===== config.mk =====
export PLATFORM = sky130hd
export DESIGN_NAME = cla_addsub_pipe_flat
export DESIGN_NICKNAME = d
export VERILOG_FILES = /design/src/rtl/cla_addsub_pipe_pkg.sv /design/src/rtl/cla_addsub_pipe_if.sv /design/src/rtl/cla_addsub_pipe_chunk.sv /design/src/rtl/cla_addsub_pipe.sv /design/src/flat_wrapper.sv
export SDC_FILE = /design/constraint.sdc
export NUM_CORES = 1
export LEC_CHECK = 0
export CAP_MARGIN = 20
export CORE_MARGIN = 10
export CORE_UTILIZATION = 40
export DETAILED_ROUTE_END_ITERATION = 16
export MAX_ROUTING_LAYER = met4
export PLACE_DENSITY_LB_ADDON = 0.15
export SYNTH_ARGS = -nofsm -noshare
export SYNTH_HDL_FRONTEND = slang
export SYNTH_HIERARCHICAL = 1
export SYNTH_SLANG_ARGS = --single-unit

===== constraint.sdc =====
create_clock -name clk -period 3.3 [get_ports clk]
set_input_delay 0.66 -clock clk [delete_from_list [all_inputs] [get_ports clk]]
set_output_delay 0.66 -clock clk [all_outputs]
set_load 0.02 [all_outputs]

===== src/rtl/cla_addsub_pipe_pkg.sv =====
// cla_pkg: shared types and helpers for the pipelined carry-lookahead
// adder/subtractor (cla_addsub_pipe).
//   op_e          - operation encoding carried on in_op
//   eff_carry_in  - carry injected into bit 0 for each operation
//   cfg_ok        - parameter legality check used at elaboration
package cla_pkg;

    typedef enum logic [1:0] {
        OP_ADD = 2'b00,   // a + b
        OP_SUB = 2'b01,   // a - b
        OP_ADC = 2'b10,   // a + b + ci
        OP_SBB = 2'b11    // a - b - ci
    } op_e;

    // Subtraction is a + ~b + 1, so a borrow-in removes that +1.
    function automatic logic eff_carry_in(input op_e op, input logic ci);
        case (op)
            OP_ADD:  return 1'b0;
            OP_SUB:  return 1'b1;
            OP_ADC:  return ci;
            default: return ~ci;
        endcase
    endfunction

    // WIDTH must split into STAGES equal chunks, each a whole number of groups.
    function automatic bit cfg_ok(input int width, input int stages, input int group);
        return (stages >= 1) && (stages <= 8) && (group >= 1) &&
               ((width % stages) == 0) && (((width / stages) % group) == 0);
    endfunction

endpackage


===== src/rtl/cla_addsub_pipe_if.sv =====
// cla_addsub_pipe_if: operand/result handshake bundle for cla_addsub_pipe.
//   in_valid/in_ready   operand beat handshake (in_op, in_a, in_b, in_ci[, in_sat])
//   out_valid/out_ready result handshake (out_s, out_co, out_ovf, out_zero, out_neg)
// Handshake: a beat transfers on a rising clock edge where valid and ready are
// both high; the producer keeps valid and payload stable until that edge, and
// ready may depend combinationally on the consumer side but never on valid.
// Optional: CLA_ADDSUB_SAT_EN adds in_sat (saturate on signed overflow).
interface cla_addsub_pipe_if #(
    parameter int WIDTH = 32
);
    logic             in_valid;
    logic             in_ready;
    logic [1:0]       in_op;
    logic [WIDTH-1:0] in_a;
    logic [WIDTH-1:0] in_b;
    logic             in_ci;
`ifdef CLA_ADDSUB_SAT_EN
    logic             in_sat;
`endif
    logic             out_valid;
    logic             out_ready;
    logic [WIDTH-1:0] out_s;
    logic             out_co;
    logic             out_ovf;
    logic             out_zero;
    logic             out_neg;

    // Upstream/downstream side (drives operands, accepts results).
    modport master (
        output in_valid, in_op, in_a, in_b, in_ci,
`ifdef CLA_ADDSUB_SAT_EN
        output in_sat,
`endif
        output out_ready,
        input  in_ready, out_valid, out_s, out_co, out_ovf, out_zero, out_neg
    );

    // Adder side.
    modport slave (
        input  in_valid, in_op, in_a, in_b, in_ci,
`ifdef CLA_ADDSUB_SAT_EN
        input  in_sat,
`endif
        input  out_ready,
        output in_ready, out_valid, out_s, out_co, out_ovf, out_zero, out_neg
    );

endinterface


===== src/rtl/cla_addsub_pipe_chunk.sv =====
// cla_chunk: combinational CW-bit carry-lookahead adder.
//   a, b : CW-bit operands (b already inverted for subtraction)
//   ci   : carry into bit 0
//   s    : CW-bit sum
//   co   : carry out of bit CW-1
// Bits are grouped GROUP at a time into generate/propagate pairs; a single
// second-level lookahead forms every group carry directly from the group
// G/P terms and ci, so no carry ripples from group to group.
module cla_chunk #(
    parameter int CW    = 16,
    parameter int GROUP = 4
) (
    input  logic [CW-1:0] a,
    input  logic [CW-1:0] b,
    input  logic          ci,
    output logic [CW-1:0] s,
    output logic          co
);

    localparam int NG = CW / GROUP;

    logic [CW-1:0] g;
    logic [CW-1:0] p;
    logic [NG-1:0] grp_g;
    logic [NG-1:0] grp_p;
    logic [NG:0]   grp_c;

    assign g = a & b;
    assign p = a ^ b;

    // {group generate, group propagate}
    function automatic logic [1:0] group_gp(input logic [GROUP-1:0] gv,
                                            input logic [GROUP-1:0] pv);
        logic gacc;
        logic pacc;
        gacc = 1'b0;
        pacc = 1'b1;
        for (int i = 0; i < GROUP; i++) begin
            gacc = gv[i] | (pv[i] & gacc);
            pacc = pacc & pv[i];
        end
        return {gacc, pacc};
    endfunction

    // Each carry is expanded independently from G/P and the chunk carry-in.
    function automatic logic [NG:0] group_carries(input logic [NG-1:0] gv,
                                                  input logic [NG-1:0] pv,
                                                  input logic          cin);
        logic [NG:0] c;
        logic        acc;
        c[0] = cin;
        for (int j = 1; j <= NG; j++) begin
            acc = cin;
            for (int i = 0; i < j; i++) begin
                acc = gv[i] | (pv[i] & acc);
            end
            c[j] = acc;
        end
        return c;
    endfunction

    function automatic logic [GROUP-1:0] group_sum(input logic [GROUP-1:0] gv,
                                                   input logic [GROUP-1:0] pv,
                                                   input logic             cin);
        logic [GROUP-1:0] sv;
        logic             c;
        c = cin;
        for (int i = 0; i < GROUP; i++) begin
            sv[i] = pv[i] ^ c;
            c     = gv[i] | (pv[i] & c);
        end
        return sv;
    endfunction

    for (genvar j = 0; j < NG; j++) begin : g_grp
        assign {grp_g[j], grp_p[j]} = group_gp(g[j*GROUP +: GROUP], p[j*GROUP +: GROUP]);
        assign s[j*GROUP +: GROUP]  = group_sum(g[j*GROUP +: GROUP], p[j*GROUP +: GROUP], grp_c[j]);
    end

    assign grp_c = group_carries(grp_g, grp_p, ci);
    assign co    = grp_c[NG];

endmodule


===== src/rtl/cla_addsub_pipe.sv =====
// cla_addsub_pipe: pipelined carry-lookahead adder/subtractor.
//   clk  : rising-edge clock
//   clrn : asynchronous active-low reset
//   bus  : cla_addsub_pipe_if.slave (operand and result handshakes)
// Parameters: WIDTH (operand width), STAGES (1..8 pipeline stages, one
// WIDTH/STAGES chunk resolved per stage), GROUP (lookahead group size).
// Optional: define CLA_ADDSUB_SAT_EN to enable in_sat saturation.
//
// The pipe moves as a whole: every stage loads from its predecessor when the
// output register is empty or being drained, otherwise everything holds.
// Stage k keeps only the operand chunks it has not yet consumed and the sum
// chunks already finished, plus the carry into the next chunk.
module cla_addsub_pipe
    import cla_pkg::*;
#(
    parameter int WIDTH  = 32,
    parameter int STAGES = 2,
    parameter int GROUP  = 4
) (
    input logic              clk,
    input logic              clrn,
    cla_addsub_pipe_if.slave bus
);

    localparam int CW     = WIDTH / STAGES;
    localparam bit CFG_OK = cfg_ok(WIDTH, STAGES, GROUP);

    if (!CFG_OK) begin : g_cfg_err
        $error("cla_addsub_pipe: WIDTH/STAGES/GROUP combination is not legal");
    end

    logic             advance;
    op_e              op_in;
    logic             sub_in;
    logic [WIDTH-1:0] b_eff;
    logic             c0;

    logic             out_valid_q;
    logic [WIDTH-1:0] out_s_q;
    logic             out_co_q;
    logic             out_ovf_q;
    logic             out_zero_q;
    logic             out_neg_q;

    assign op_in  = op_e'(bus.in_op);
    assign sub_in = bus.in_op[0];
    assign b_eff  = sub_in ? ~bus.in_b : bus.in_b;
    assign c0     = eff_carry_in(op_in, bus.in_ci);

    assign advance      = !out_valid_q || bus.out_ready;
    assign bus.in_ready = advance;

    assign bus.out_valid = out_valid_q;
    assign bus.out_s     = out_s_q;
    assign bus.out_co    = out_co_q;
    assign bus.out_ovf   = out_ovf_q;
    assign bus.out_zero  = out_zero_q;
    assign bus.out_neg   = out_neg_q;

    for (genvar k = 0; k < STAGES; k++) begin : g_stage
        localparam int LO = k * CW;        // first bit resolved by this stage
        localparam int PW = WIDTH - LO;    // operand bits still pending here

        logic [PW-1:0]    a_src;
        logic [PW-1:0]    b_src;
        logic             c_src;
        logic             v_src;
        logic             sub_src;
`ifdef CLA_ADDSUB_SAT_EN
        logic             sat_src;
`endif
        logic [CW-1:0]    s_ch;
        logic             co_ch;
        logic [LO+CW-1:0] s_new;

        if (k == 0) begin : g_src
            assign a_src   = bus.in_a;
            assign b_src   = b_eff;
            assign c_src   = c0;
            assign v_src   = bus.in_valid;
            assign sub_src = sub_in;
`ifdef CLA_ADDSUB_SAT_EN
            assign sat_src = bus.in_sat;
`endif
            assign s_new   = s_ch;
        end else begin : g_src
            assign a_src   = g_stage[k-1].g_mid.a_q;
            assign b_src   = g_stage[k-1].g_mid.b_q;
            assign c_src   = g_stage[k-1].g_mid.c_q;
            assign v_src   = g_stage[k-1].g_mid.v_q;
            assign sub_src = g_stage[k-1].g_mid.sub_q;
`ifdef CLA_ADDSUB_SAT_EN
            assign sat_src = g_stage[k-1].g_mid.sat_q;
`endif
            assign s_new   = {s_ch, g_stage[k-1].g_mid.s_q};
        end

        cla_chunk #(
            .CW    (CW),
            .GROUP (GROUP)
        ) u_chunk (
            .a  (a_src[CW-1:0]),
            .b  (b_src[CW-1:0]),
            .ci (c_src),
            .s  (s_ch),
            .co (co_ch)
        );

        if (k < STAGES - 1) begin : g_mid
            logic [PW-CW-1:0] a_q;
            logic [PW-CW-1:0] b_q;
            logic [LO+CW-1:0] s_q;
            logic             c_q;
            logic             v_q;
            logic             sub_q;
`ifdef CLA_ADDSUB_SAT_EN
            logic             sat_q;
`endif

            always_ff @(posedge clk or negedge clrn) begin
                if (!clrn) begin
                    a_q   <= '0;
                    b_q   <= '0;
                    s_q   <= '0;
                    c_q   <= 1'b0;
                    v_q   <= 1'b0;
                    sub_q <= 1'b0;
`ifdef CLA_ADDSUB_SAT_EN
                    sat_q <= 1'b0;
`endif
                end else if (advance) begin
                    a_q   <= a_src[PW-1:CW];
                    b_q   <= b_src[PW-1:CW];
                    s_q   <= s_new;
                    c_q   <= co_ch;
                    v_q   <= v_src;
                    sub_q <= sub_src;
`ifdef CLA_ADDSUB_SAT_EN
                    sat_q <= sat_src;
`endif
                end
            end
        end else begin : g_last
            logic             a_msb;
            logic             b_msb;
            logic             ovf;
            logic [WIDTH-1:0] res;

            // b_src is already inverted for subtraction, so the add-form
            // overflow rule covers both directions.
            assign a_msb = a_src[PW-1];
            assign b_msb = b_src[PW-1];
            assign ovf   = (a_msb == b_msb) && (s_new[WIDTH-1] != a_msb);

`ifdef CLA_ADDSUB_SAT_EN
            assign res = (sat_src && ovf) ?
                         (a_msb ? {1'b1, {(WIDTH-1){1'b0}}} : {1'b0, {(WIDTH-1){1'b1}}}) :
                         s_new;
`else
            assign res = s_new;
`endif

            always_ff @(posedge clk or negedge clrn) begin
                if (!clrn) begin
                    out_valid_q <= 1'b0;
                    out_s_q     <= '0;
                    out_co_q    <= 1'b0;
                    out_ovf_q   <= 1'b0;
                    out_zero_q  <= 1'b0;
                    out_neg_q   <= 1'b0;
                end else if (advance) begin
                    out_valid_q <= v_src;
                    out_s_q     <= res;
                    // Raw carry is inverted for subtraction to report a borrow.
                    out_co_q    <= co_ch ^ sub_src;
                    out_ovf_q   <= ovf;
                    out_zero_q  <= (res == '0);
                    out_neg_q   <= res[WIDTH-1];
                end
            end
        end
    end

endmodule

===== src/flat_wrapper.sv =====
// flat-port wrapper written by rule: the top's interface ports become plain ports
module cla_addsub_pipe_flat import cla_pkg::*;
#(
    parameter int WIDTH  = 32,
    parameter int STAGES = 2,
    parameter int GROUP  = 4
)
  (clk, clrn, bus_in_valid, bus_in_op, bus_in_a, bus_in_b, bus_in_ci, bus_out_ready, bus_in_ready, bus_out_valid, bus_out_s, bus_out_co, bus_out_ovf, bus_out_zero, bus_out_neg);
  cla_addsub_pipe_if #(.WIDTH(WIDTH)) bus_i ();
  input logic clk;
  input logic clrn;
  input wire logic [$bits(bus_i.in_valid)-1:0] bus_in_valid;
  input wire logic [$bits(bus_i.in_op)-1:0] bus_in_op;
  input wire logic [$bits(bus_i.in_a)-1:0] bus_in_a;
  input wire logic [$bits(bus_i.in_b)-1:0] bus_in_b;
  input wire logic [$bits(bus_i.in_ci)-1:0] bus_in_ci;
  input wire logic [$bits(bus_i.out_ready)-1:0] bus_out_ready;
  output wire logic [$bits(bus_i.in_ready)-1:0] bus_in_ready;
  output wire logic [$bits(bus_i.out_valid)-1:0] bus_out_valid;
  output wire logic [$bits(bus_i.out_s)-1:0] bus_out_s;
  output wire logic [$bits(bus_i.out_co)-1:0] bus_out_co;
  output wire logic [$bits(bus_i.out_ovf)-1:0] bus_out_ovf;
  output wire logic [$bits(bus_i.out_zero)-1:0] bus_out_zero;
  output wire logic [$bits(bus_i.out_neg)-1:0] bus_out_neg;
  assign bus_i.in_valid = bus_in_valid;
  assign bus_i.in_op = bus_in_op;
  assign bus_i.in_a = bus_in_a;
  assign bus_i.in_b = bus_in_b;
  assign bus_i.in_ci = bus_in_ci;
  assign bus_i.out_ready = bus_out_ready;
  assign bus_in_ready = bus_i.in_ready;
  assign bus_out_valid = bus_i.out_valid;
  assign bus_out_s = bus_i.out_s;
  assign bus_out_co = bus_i.out_co;
  assign bus_out_ovf = bus_i.out_ovf;
  assign bus_out_zero = bus_i.out_zero;
  assign bus_out_neg = bus_i.out_neg;
  cla_addsub_pipe #(.WIDTH(WIDTH), .STAGES(STAGES), .GROUP(GROUP)) u_core (.clk(clk), .clrn(clrn), .bus(bus_i));
endmodule

==> After elaboration in Yosys (flattened, before gate mapping) <==
Index checks and enable logic that the tools add are counted.
{ "totals": {"regBits": 88, "latch_bits": 0, "mem_bits_rw": 0, "rom_bits": 0, "in_bits": 71, "word_cells": 198, "mem_count": 0} }
{ "op_classes": {"n_addsub": 0, "mul": 0, "div": 0, "n_lt_le_gt_ge": 0, "n_eq_ne": 4, "shifts": 0, "muxes": 2, "n_bitwise": 175, "n_reduce_logical": 5} }
{ "ops": {"columns": ["cell", "count"], "rows": [
  ["1-bit AND", 80],
  ["1-bit OR", 56],
  ["1-bit bitwise XOR", 33],
  ["16-bit AND", 2],
  ["32-bit logical NOT", 1],
  ["32-bit 2-to-1 mux", 1],
  ["32-bit inverter", 1],
  ["16-bit bitwise XOR", 2],
  ["1-bit case mux with 3 select lines", 1],
  ["2-bit by 1-bit equality test with 1-bit output, second input constant", 1],
  ["2-bit equality test, second input constant", 1],
  ["2-bit logical NOT", 1],
  ["1-bit equality test", 1],
  ["1-bit logical AND", 1],
  ["1-bit logical NOT", 1],
  ["1-bit logical OR", 1],
  ["1-bit != test", 1],
  ["1-bit inverter", 1]
]} }

==> Depth between registers and ports, before layout <==
{ "depth": {"word_depth": 21, "ltp_mapped": 14, "depth_no_buf": 12} }

==> Cells and area by module <==
Netlist, hierarchy kept.
{ "modules_own_cells": {"columns": ["mod", "n_inst", "cells_per_inst", "area_per_inst_um2", "seq_area_each_um2"], "rows": [
  ["cla_addsub_pipe", 1, 401, 3679.8, 2177.1],
  ["cla_chunk (u_core.g_stage[1].u_chunk)", 1, 64, 660.6, 0.0],
  ["cla_chunk (u_core.g_stage[0].u_chunk)", 1, 63, 658.1, 0.0]
]} }

==> Least setup slack after synthesis <==
No wires, ideal clock.
{ "synth_timing": {"kind": "input to register", "from": "in bus_in_op[0]", "to": "reg u_core.g_stage[0].g_mid.s_q[15]", "t_arrival_ns": 3.442, "required_ns": 3.183, "setup_slack_ns": -0.258, "cell_stages": 14, "n_path_buf": 2, "cell_sequence": "buf_4 buf_6 xor2_1 ha_1 a21oi_1 o211ai_1 a211oi_2 o21bai_1 fa_1 fa_1 fa_1 xor2_1 nand2_1 nand2_1"} }
{ "synth_via": {"elab_chain_cells": 20} }
{ "synth_lines": {"columns": ["element", "line_no", "source"], "rows": [
  ["start, declared", "flat_wrapper.sv:13", "input wire logic [$bits(bus_i.in_op)-1:0] bus_in_op;"],
  ["32-bit 2-to-1 mux *", "cla_addsub_pipe.sv:47", "assign b_eff = sub_in ? ~bus.in_b : bus.in_b;"],
  ["net u_core.b_eff[1]", "cla_addsub_pipe.sv:35", "logic [WIDTH-1:0] b_eff;"],
  ["16-bit bitwise XOR", "cla_addsub_pipe_chunk.sv:29", "assign p = a ^ b;"],
  ["1-bit AND", "cla_addsub_pipe_chunk.sv:39", "gacc = gv[i] | (pv[i] & gacc);"],
  ["1-bit OR", "cla_addsub_pipe_chunk.sv:39", null],
  ["1-bit AND", "cla_addsub_pipe_chunk.sv:39", null],
  ["1-bit OR", "cla_addsub_pipe_chunk.sv:39", null],
  ["1-bit AND", "cla_addsub_pipe_chunk.sv:39", null],
  ["(+6 left out)", null, null],
  ["1-bit AND *", "cla_addsub_pipe_chunk.sv:70", "c = gv[i] | (pv[i] & c);"],
  ["1-bit OR *", "cla_addsub_pipe_chunk.sv:70", null],
  ["1-bit AND *", "cla_addsub_pipe_chunk.sv:70", null],
  ["1-bit OR *", "cla_addsub_pipe_chunk.sv:70", null],
  ["1-bit AND *", "cla_addsub_pipe_chunk.sv:70", null],
  ["1-bit OR *", "cla_addsub_pipe_chunk.sv:70", null],
  ["1-bit bitwise XOR *", "cla_addsub_pipe_chunk.sv:69", "sv[i] = pv[i] ^ c;"],
  ["net u_core.g_stage[0].s_ch[15]", "cla_addsub_pipe.sv:72", "logic [CW-1:0] s_ch;"],
  ["end signal, assigned", "cla_addsub_pipe.sv:134", "s_q <= s_new;"],
  ["end, declared", "cla_addsub_pipe.sv:112", "logic [LO+CW-1:0] s_q;"]
]} }
The timed path passes the listed nets; every way through them passes the cells marked *.
A chain may end at the register's enable or synchronous reset.

==> Worst setup path after layout <==
{ "layout_timing": {"from": "reg u_core.g_stage[0].g_mid.b_q[0]", "to": "reg u_core.out_zero_q, in the netlist u_core/bus.out_zero"} }
{ "layout_rtl": {"columns": ["element", "line_no", "source"], "rows": [
  ["start, declared", "cla_addsub_pipe.sv:111", "logic [PW-CW-1:0] b_q;"],
  ["start signal, assigned", "cla_addsub_pipe.sv:133", "b_q <= b_src[PW-1:CW];"],
  ["16-bit AND", "cla_addsub_pipe_chunk.sv:28", "assign g = a & b;"],
  ["1-bit AND", "cla_addsub_pipe_chunk.sv:39", null],
  ["1-bit OR", "cla_addsub_pipe_chunk.sv:39", null],
  ["1-bit AND", "cla_addsub_pipe_chunk.sv:39", null],
  ["1-bit OR", "cla_addsub_pipe_chunk.sv:39", null],
  ["1-bit AND", "cla_addsub_pipe_chunk.sv:39", null],
  ["1-bit OR", "cla_addsub_pipe_chunk.sv:39", null],
  ["1-bit OR *", "cla_addsub_pipe_chunk.sv:55", "acc = gv[i] | (pv[i] & acc);"],
  ["(+3 left out)", null, null],
  ["1-bit OR *", "cla_addsub_pipe_chunk.sv:70", null],
  ["1-bit AND *", "cla_addsub_pipe_chunk.sv:70", null],
  ["1-bit OR *", "cla_addsub_pipe_chunk.sv:70", null],
  ["1-bit AND *", "cla_addsub_pipe_chunk.sv:70", null],
  ["1-bit OR *", "cla_addsub_pipe_chunk.sv:70", null],
  ["1-bit bitwise XOR *", "cla_addsub_pipe_chunk.sv:69", null],
  ["net u_core.g_stage[1].s_ch[11]", "cla_addsub_pipe.sv:72", null],
  ["32-bit logical NOT *", "cla_addsub_pipe.sv:177", "out_zero_q <= (res == '0);"],
  ["end signal, assigned", "cla_addsub_pipe.sv:177", null],
  ["end, declared", "cla_addsub_pipe.sv:42", "logic out_zero_q;"]
]} }
Marks and branches as above.

==> out/qor.csv <==
stage,metric,value,unit
power,Internal Pwr Total,3.10,mW
grt,GR Util All Layers,0.150,
sta,Post-Route Hold Slack,0.328,ns
power,"sum of internal, switching and leakage power",4.72,mW
cells_and_area,number of non-filler instances in the completed layout,859,
routing,vias after detailed routing,3979,
synthesis,library cell with the largest summed area after synthesis,dfrtp_1,
cells_and_area,fin area,7210,sq um
worst_setup_path,critical path arrival,3.59,ns
cells_and_area,Antenna Diode Count,0,
synthesis,"Seq/Total Area, Yosys",0.436,
status,violated checks,negative setup slack,
power,net switching power figure,1.62,mW
sta,Setup TNS,-0.0525,ns
routing,average via count per standard cell,4.63,
cells_and_area,fillers,1070,
power,Comb pwr share,0.422,
cts,hold-fix buffers at CTS,0,
power,total power density per cell area,654,nW/um^2
die,Initial Util,0.413,
routing,detailed-route wire length per cell,14.4,um
routing,Routed Wire Length,12400,um
synthesis,share of flip-flops with an asynchronous set or reset,1.00,
power,Worst IR Drop VDD,0.361,mV
worst_setup_path,worst-path fanout max,2,
sta,Final Hold Violating Endpoints,0,
power,leakage power,3.45,nW
synthesis,number of enable flip-flop cells after synthesis,0,
synthesis,leading cell types by total area after synthesis,"dfrtp_1 44%, nand2_1 17%, fa_1 9.6%",
sta,Pins Over Slew Limit,0,
power,clock network power share,0.244,
sta,number of setup violations in the final report,1,
placement,cell area after placement,6570,sq um
grt,"Remaining Overflow, GRT",0,
sta,Worst Tran Pin Value,1.01,ns
routing,DRC violations left,0,
sta,clock period minus final worst setup slack,3.35,ns
synthesis,post-synthesis instance area,5000,sq um
synthesis,number of synthesized register bits,87,
sta,final worst setup slack,-0.0525,ns
synthesis,number of distinct library cells after synthesis,39,
power,Net Sw Frac,0.344,
worst_setup_path,endpoint type of the worst setup path,flop,
cts,Clock Root Buffer,clkbuf_16,
run,Maximum Capacitance Violations,0,
grt,first-pass GRT wire length,21000,um
cts,total number of H-tree levels,3,
placement,dpl ws,-0.560,ns
grt,number of antenna violations at the first check in global routing,0,
routing,Routed Antenna Nets,0,
worst_hold_path,type of the worst min-delay path,in -> async,
cts,number of sinks on the clock net,87,
synthesis,average size of a mapped cell,9.47,sq um
grt,pin count of the biggest net entering global routing,106,
die,Total Die Area,17400,sq um
routing,1st-pass router iterations,6,
grt,via count of the first global-routing pass,4387,
placement,Placed Instances,833,
worst_setup_path,crit start category,flop,
die,Die Span X,132,um
placement,hpwl dp,8970,um
cells_and_area,utilization of the core after routing,0.596,
synthesis,number of cells produced by synthesis,528,
cts,"Clk Latency, worst-skew pair",0.33,ns
sta,Slew headroom,0.323,
sta,share of the clock period used by the worst path,1.02,
die,Die Y-Extent,132,um
routing,initial drt markers,230,
cts,clock input transition at the sequential cells of the worst setup and hold paths,0.06,ns
cts,CTS tree,done,
cts,"buffers from clock root to sink, at most",2,
synthesis,ys flop type,dfrtp_1,
die,Floorplan Core Area,12100,sq um
status,outcome,"complete, but fails checks",
synthesis,net count of the mapped netlist,655,
cts,total CTS buffers,9,
cells_and_area,layout overhead on the synthesized area,44.3,%
sta,worst clock skew,0.00310,ns
sta,maximum achievable frequency,298,MHz
die,Core Rows,40,
worst_setup_path,critical path class,reg -> reg,
synthesis,Yosys Warn Count,6,
placement,final weighted congestion in routability-driven placement,0.859,
cells_and_area,share of layout cells above drive strength 1,0.194,
die,top-level I/O count,109,
synthesis,share of the synthesized area in the top cell type,0.436,
power,share of power burned in registers,0.334,
placement,quantity of I/O buffers inserted on ports,108,
worst_setup_path,required time of the critical path,3.54,ns
sta,RSZ-0062 raised after global routing,yes,
cells_and_area,nets,813,
## routing by layer
metal,track usage,up-vias,wire length [um]
met2,0.237,68,6030
met5,-,-,0
met3,0.0324,9,441
met4,0.0494,0,108
li1,-,2002,-
met1,0.186,1900,5810
## cells in the final DEF, fill, tap and decap left out, types with 4 or more instances in the layout
cell	instances
xnor2_1	17
dlymetal6s2s_1	4
clkdlybuf4s50_1	91
ha_1	28
clkbuf_2	4
o21ai_0	18
a21oi_2	6
nand2_1	224
fa_2	13
a21oi_1	5
dfrtp_1	87
clkbuf_16	9
dlygate4sd2_1	6
inv_1	12
nand4_1	6
xor2_1	15
fa_1	11
xor2_2	6
nor2_1	4
buf_4	62
nor4_1	5
## registers in the layout, summed over array words and instances, names as in the netlist, 16 cells and up
| name | count |
|---|---|
| u_core/bus.out_s | 32 |
| u_core/g_stage.g_mid.a_q | 16 |
| u_core/g_stage.g_mid.b_q | 16 |
| u_core/g_stage.g_mid.s_q | 16 |
## kinds of logic (layout without fill, tap and decap cells)
family          count (synthesis)  in the layout  synth area share
flops                          87             87             0.436
compound gates                 46             46            0.0576
xor+xnor                       42             42            0.0736
fa+ha+maj                      56             56             0.176
simple gates                  259            259             0.211
buf+inv                        38            201            0.0463
## final cells by class
| class | instances | area, sq um | share of cell area |
|---|---|---|---|
| clock inverters | 6 | 109 | 0.0151 |
| well taps | 168 | 210 | 0.0291 |
| clock buffers | 10 | 229 | 0.0317 |
| multi-input cells | 403 | 2860 | 0.397 |
| flip-flops and latches | 87 | 2180 | 0.302 |
| inverters | 14 | 55.1 | 0.00763 |
| repair buffers | 171 | 1570 | 0.218 |
## worst paths after layout
kind / startpoint / endpoint / slack, ns / cells after the start
min reg2reg: u_core/g_stage[0].g_mid.v_q$_DFFE_PN0P_ / u_core/g_stage[0].g_mid.v_q$_DFFE_PN0P_ / 0.46 / 2
max reg2reg: u_core/g_stage[0].g_mid.b_q[0]$_DFFE_PN0P_ / u_core/bus.out_zero$_DFFE_PN0P_ / -0.05 / 12
max: u_core/g_stage[0].g_mid.b_q[0]$_DFFE_PN0P_ / u_core/bus.out_zero$_DFFE_PN0P_ / -0.05 / 12
max in group asynchronous: clrn / u_core/g_stage[0].g_mid.s_q[1]$_DFFE_PN0P_ / 2.56 / 2
min: clrn / u_core/bus.out_s[10]$_DFFE_PN0P_ / 0.33 / 2
min in group clk: u_core/g_stage[0].g_mid.v_q$_DFFE_PN0P_ / u_core/g_stage[0].g_mid.v_q$_DFFE_PN0P_ / 0.46 / 2
## critical path, stage by stage (launching register included)
cell      delay (ns)
dfrtp_1         0.38
ha_1            0.30
a21oi_2         0.14
nor2_2          0.07
nor3_2          0.22
o21bai_1        0.11
fa_1            0.38
fa_1            0.40
fa_2            0.37
xor2_2          0.18
nor4_2          0.30
nand4_1         0.17
o31ai_1         0.24
## Yosys cell counts, types with 3 or more instances
cell type,instances
buf_2,9
dfrtp_1,87
xor2_1,24
xnor2_1,18
inv_1,13
nand4_1,6
a21oi_1,11
nor2_1,6
a21o_1,3
nor4_1,8
buf_6,6
o21ai_0,18
nand2_1,225
fa_1,24
ha_1,32
buf_4,8
## power by group through the flow
stage	Clock (mW)	Combinational (mW)	Sequential, mW
2_1_floorplan	0	0.767	1.78
4_1_cts	1.19	1.94	1.57
3_3_place_gp	0	1.82	1.58
6_report	1.15	1.99	1.58
3_5_place_dp	0	1.85	1.59
5_1_grt	1.23	2.21	1.62
## timing repair
| item | 4_1_cts | 5_1_grt |
|---|---|---|
| endpoints found under the hold margin | 0 | 0 |
| setup buffers | 8 | 3 |
| endpoints found under the setup margin | 6 | 7 |
| resized for setup | 30 | 38 |
| pin swaps | 32 | 42 |
No activity file was read; power rests on OpenSTA's default activity.
